--- config.mk ---
export PLATFORM = sky130hd
export DESIGN_NAME = arbiter_round_robin_selector_flat
export DESIGN_NICKNAME = d
export VERILOG_FILES = /design/src/rtl/arbiter_round_robin_selector_if.sv /design/src/rtl/arbiter_round_robin_selector.sv /design/src/flat_wrapper.sv
export SDC_FILE = /design/constraint.sdc
export NUM_CORES = 1
export LEC_CHECK = 0
export ABC_AREA = 0
export BUFFER_PORTS_ARGS = -buffer_cell sky130_fd_sc_hd__buf_4
export CAP_MARGIN = 20
export CORE_AREA = 2 2 39 41
export CTS_CLUSTER_DIAMETER = 200
export DETAILED_ROUTE_END_ITERATION = 16
export DIE_AREA = 0 0 41 43
export PLACE_DENSITY_LB_ADDON = 0.2
export SETUP_SLACK_MARGIN = 0.4
export SYNTH_ARGS = -nofsm -noshare
export SYNTH_HDL_FRONTEND = slang
export SYNTH_SLANG_ARGS = --single-unit
--- constraint.sdc ---
create_clock -name clock -period 2.2 [get_ports clock]
set_clock_uncertainty 0.2 [all_clocks]
set_input_delay 0.44 -clock clock [delete_from_list [all_inputs] [get_ports clock]]
set_output_delay 0.44 -clock clock [all_outputs]
set_load 0.03 [all_outputs]
--- src/rtl/arbiter_round_robin_selector_if.sv ---
// Request/acknowledge and downstream-mux handshake bundle for the round-robin selector.
// The arbiter attaches through the master modport; the requester/consumer side uses slave.
interface arbiter_round_robin_selector_if #(
  parameter int INPUT_COUNT = 4,
  parameter int ADDR_WIDTH  = 2
);
  logic [INPUT_COUNT-1:0] requests;
  logic                   out_ready;
  logic                   out_valid;
  logic [ADDR_WIDTH-1:0]  selector;
  logic [INPUT_COUNT-1:0] grants;

  modport master (
    input  requests,
    input  out_ready,
    output out_valid,
    output selector,
    output grants
  );

  modport slave (
    output requests,
    output out_ready,
    input  out_valid,
    input  selector,
    input  grants
  );
endinterface

--- src/rtl/arbiter_round_robin_selector.sv ---
// Round-robin arbiter that holds a binary mux select until the downstream consumer takes the word.
// The index that just transferred has lowest priority in the next arbitration.
module arbiter_round_robin_selector #(
  parameter int INPUT_COUNT = 4,
  parameter int ADDR_WIDTH  = 2
) (
  input  logic                           clock,
  input  logic                           reset,
  arbiter_round_robin_selector_if.master bus
);
  localparam int IW = ADDR_WIDTH + 1;
  localparam logic [ADDR_WIDTH-1:0] LAST_INIT = ADDR_WIDTH'(INPUT_COUNT - 1);
  localparam logic [IW-1:0]         COUNT_EXT = IW'(INPUT_COUNT);

  typedef enum logic {IDLE, GRANTED} state_t;

  state_t                state_reg, state_next;
  logic [ADDR_WIDTH-1:0] selector_reg, selector_next;
  logic [ADDR_WIDTH-1:0] last_grant_reg, last_grant_next;
  logic [ADDR_WIDTH-1:0] arb_base, winner;
  logic                  transfer, any_req;

  assign transfer = (state_reg == GRANTED) && bus.out_ready;
  assign any_req  = |bus.requests;
  // A transfer this cycle makes the outgoing selector the new lowest priority immediately.
  assign arb_base = transfer ? selector_reg : last_grant_reg;

  // Scan from farthest to nearest so the index closest after arb_base wins.
  always_comb begin : arbitrate
    logic [IW-1:0] idx;
    winner = '0;
    idx    = '0;
    for (int k = INPUT_COUNT; k >= 1; k--) begin
      idx = {1'b0, arb_base} + IW'(k);
      if (idx >= COUNT_EXT) idx = idx - COUNT_EXT;
      if (bus.requests[idx[ADDR_WIDTH-1:0]]) winner = idx[ADDR_WIDTH-1:0];
    end
  end

  always_comb begin
    state_next      = state_reg;
    selector_next   = selector_reg;
    last_grant_next = last_grant_reg;
    case (state_reg)
      IDLE: begin
        if (any_req) begin
          selector_next = winner;
          state_next    = GRANTED;
        end
      end
      GRANTED: begin
        if (bus.out_ready) begin
          last_grant_next = selector_reg;
          if (any_req) selector_next = winner;
          else         state_next    = IDLE;
        end
      end
      default: state_next = IDLE;
    endcase
  end

  always_ff @(posedge clock or posedge reset) begin
    if (reset) begin
      state_reg      <= IDLE;
      selector_reg   <= '0;
      last_grant_reg <= LAST_INIT;
    end else begin
      state_reg      <= state_next;
      selector_reg   <= selector_next;
      last_grant_reg <= last_grant_next;
    end
  end

  assign bus.out_valid = (state_reg == GRANTED);
  assign bus.selector  = selector_reg;

  genvar gi;
  generate
    for (gi = 0; gi < INPUT_COUNT; gi++) begin : g_grant
      assign bus.grants[gi] = transfer && (selector_reg == ADDR_WIDTH'(gi));
    end
  endgenerate
endmodule

--- src/flat_wrapper.sv ---
// flat-port wrapper written by rule: the top's interface ports become plain ports
module arbiter_round_robin_selector_flat 
#(
  parameter int INPUT_COUNT = 4,
  parameter int ADDR_WIDTH  = 2
)
  (clock, reset, bus_requests, bus_out_ready, bus_out_valid, bus_selector, bus_grants);
  arbiter_round_robin_selector_if #(.INPUT_COUNT(INPUT_COUNT), .ADDR_WIDTH(ADDR_WIDTH)) bus_i ();
  input  logic clock;
  input  logic reset;
  input wire logic [$bits(bus_i.requests)-1:0] bus_requests;
  input wire logic [$bits(bus_i.out_ready)-1:0] bus_out_ready;
  output wire logic [$bits(bus_i.out_valid)-1:0] bus_out_valid;
  output wire logic [$bits(bus_i.selector)-1:0] bus_selector;
  output wire logic [$bits(bus_i.grants)-1:0] bus_grants;
  assign bus_i.requests = bus_requests;
  assign bus_i.out_ready = bus_out_ready;
  assign bus_out_valid = bus_i.out_valid;
  assign bus_selector = bus_i.selector;
  assign bus_grants = bus_i.grants;
  arbiter_round_robin_selector #(.INPUT_COUNT(INPUT_COUNT), .ADDR_WIDTH(ADDR_WIDTH)) u_core (.clock(clock), .reset(reset), .bus(bus_i));
endmodule
==> results by group <==
Yosys
  – Synth Area in Compound Gates: 25.2%
  – Share of the yosys chip area belonging to registers: 30.9%
  – Syn avg cell area: 8.43 sq um
  – Post-synthesis adder-cell area fraction: 0%
  – Syn. warnings: 0
  – FF+latch count, synth: 5
  – Synth Flop Type: dfrtp_1
  – Synth cell types: 27
  – Main combinational cell family by area after synthesis: compound AO/OA/AOI/OAI gates
  – Synth Area in XOR/XNOR: about 4.2%
  – Post-Synth Simple-Gate Area: approximately a quarter
  – Multiplexer area fraction after synthesis: about 2.4%
  – Cells after Synth: 49
  – Asr flop ratio synth: 100%
  – Syn Nets: 56
  – Synthesized area: 413 sq um
  – Number of synthesized flops with an enable pin: 0

Power and ir drop
  – Pwr per Cell Area: 771 nW/um^2
  – Leakage: 0.000290 uW
  – Peak supply drop: ~0.37 mV
  – Total Power: 485 uW

Critical path
  – FF-to-FF setup slack: 0.49 ns
  – WS Path Type: register to output port
  – R2r startpoint: u_core.bus.selector[0]$_DFFE_PP0P_
  – Reg2reg path depth: 5
  – Setup crit start: u_core.bus.selector[0]$_DFFE_PP0P_
  – RR Endpoint: u_core.bus.selector[1]$_DFFE_PP0P_
  – Max Fanout on Critical Path: 5
  – CP Capture Type: output port
  – Crit path arrival time: about 1.1 ns
  – Nature of the critical path startpoint: register
  – WP data required: around 1.6 ns
  – Crit path to: bus_grants[2]

CTS
  – CTS Buf Count: 3
  – Clock root buffer: clkbuf_4
  – CTS tree: done
  – Max H-tree Level: 1
  – Worst-path clk slew: 0.04 ns
  – Worst-Skew Late Latency: 0.23 ns
  – Number of sinks on the clock net: 5
  – Clock buffer depth: 2

Layout
  – Layout cells sized above 1: 51.5%
  – Area delta synth->final: 52.4%
  – Fin nets: 76
  – Antenna cells: 0
  – Cell Count, Final, Fillers Out: 84

Run
  – Max-Cap Viols: 0

Detailed routing
  – Remaining antenna violation count: 0
  – Router iterations before antenna repair: 4
  – Overall routed net length: 1030 um
  – Drt drc: 0
  – Avg WL per Cell: 12.3 um
  – DRT iter0 DRCs: 9
  – Routed vias: 434
  – Vias per inst: slightly above 5

GRT
  – GRT Util Overall: 14.2%
  – Global-route wire length before repair: 1700 um
  – Antenna violations before repair: 0
  – Congestion Overflow GR: 0
  – Vias in the first global route: around 390
  – Pin count of the biggest net entering global routing: 10

STA
  – RSZ-0062 raised after global routing: true
  – Max-slew headroom: 74.0%
  – Worst Tran Pin Value: 0.387 ns
  – Hold WS: 0.266 ns
  – Slew Viols, Final: 0
  – Setup ws final: 0.427 ns
  – Period utilisation layout: between 80% and 90%
  – Minimum clock period: 1.77 ns
  – Final setup fails: 0
  – Fmax: 564 MHz
  – Final Hold Viols: 0
  – Setup TNS: 0 ns

Worst hold path
  – Hold crit path type: primary input to register
  – Worst Hold Launch: bus_requests[3]

Floorplanning
  – Core area: 1380 sq um
  – Chip width: 41 um
  – IO Pins: 14
  – Std-Cell Rows: 14
  – Total Die Area: about 1800 sq um
  – DIE HEIGHT: 43 um
  – Initial Util: just under 30%

Placement
  – Placement Setup Slack: 0.428 ns
  – RePlAce Congestion: 0.755
  – DP Wirelength: 743 um
  – Port-buffer cells: 13
  – Dpl cells: 75

Outcome
  – Run status: finished, final reports clean
synthesized netlist by cell type, types with 2 or more instances:
library cell	number	area, sq um
buf_6	2	22.5
dfstp_2	2	52.6
nand2_1	2	7.51
xor2_1	2	17.5
and2_2	2	15.0
o21ai_0	3	15.0
nor2_1	4	15.0
a31oi_1	2	12.5
nor3_1	2	10.0
nand3_1	3	15.0
a21oi_1	2	10.0
inv_1	6	22.5
dfrtp_1	3	75.1
how the worst min path moves through the flow:
stage,to,slack (ns),cells after the start
2_1_floorplan,u_core.bus.out_valid$_DFF_PP0_,0.02,1
3_3_place_gp,u_core.bus.selector[0]$_DFFE_PP0P_,0.15,2
3_5_place_dp,u_core.bus.out_valid$_DFF_PP0_,0.15,2
4_1_cts,u_core.bus.out_valid$_DFF_PP0_,0.27,3
5_1_grt,u_core.bus.out_valid$_DFF_PP0_,0.30,3
6_report,u_core.bus.out_valid$_DFF_PP0_,0.27,3
power by group:
group | internal, uW | total (uW) | leakage (uW) | switching [uW]
Sequential | 118 | 149 | 0.0000500 | 31.7
Clock | 68.3 | 101 | 0.0000150 | 32.7
Combinational | 116 | 235 | 0.000225 | 119
Total | 302 | 485 | 0.000290 | 183
cell usage in the layout (no fill, tap or decap), drive strengths merged:
cell type / netlist / layout
buf: 3 / 17
inv: 6 / 6
nor2: 4 / 4
clkbuf: 0 / 4
nand3: 3 / 3
o21ai: 3 / 3
dfrtp: 3 / 3
a21oi: 2 / 2
a31oi: 2 / 2
xor2: 2 / 2
dfstp: 2 / 2
and3: 2 / 2
nor3: 2 / 2
nand2: 2 / 2
and2: 2 / 2
a21bo: 1 / 1
a21boi: 1 / 1
nor4: 1 / 1
o31a: 1 / 1
nor3b: 1 / 1
o31ai: 1 / 1
or2b: 1 / 1
o221ai: 1 / 1
a221oi: 1 / 1
mux2i: 1 / 1
o32a: 1 / 1
dlygate4sd3: 0 / 1
worst max-delay path: stages (launching register included):
cell and delay [ns]:
dfrtp_2 0.43, buf_12 0.15, nor3b_4 0.17, buf_6 0.15
cells by family after synthesis:
| logic type | count (synthesis) |
|---|---|
| and+or+nand+nor | 18 |
| AOI/OAI and AO/OA | 14 |
| buffers and inverters | 9 |
| DFF | 5 |
| xor gates and xnor gates | 2 |
| muxes | 1 |
timing repair:
action / 4_1_cts / 5_1_grt
setup buffers: 4 / 0
hold endpoints to repair: 3 / 0
gates resized for setup: 6 / 3
pin swaps: 1 / 0
setup endpoints to repair: 4 / 3
hold buffers: 1 / 0
routing by layer:
| metal | global-route usage (%) | routed length (um) | up-vias |
|---|---|---|---|
| li1 | - | - | 217 |
| met4 | 2.00 | 0 | 0 |
| met2 | 23.8 | 528 | 9 |
| met3 | 4.71 | 46 | 0 |
| met1 | 17.3 | 455 | 208 |
| met5 | 0 | 0 | - |
per-stage QoR:
step	cell area (sq um)	utilization [%]
floorplan	438	-
global placement	526	38.0
detailed placement	526	38.0
CTS	616	44.5
global route	629	45.5
finish	629	45.5
area by class of cell:
cell class / count / area (sq um)
fill: 144 / 754
multi-input combinational: 35 / 268
timing repair buffer: 18 / 161
sequential: 5 / 131
clock buffer: 4 / 26.3
inverter: 6 / 22.5
tap: 16 / 20.0
(Power assumes the default switching activity.)
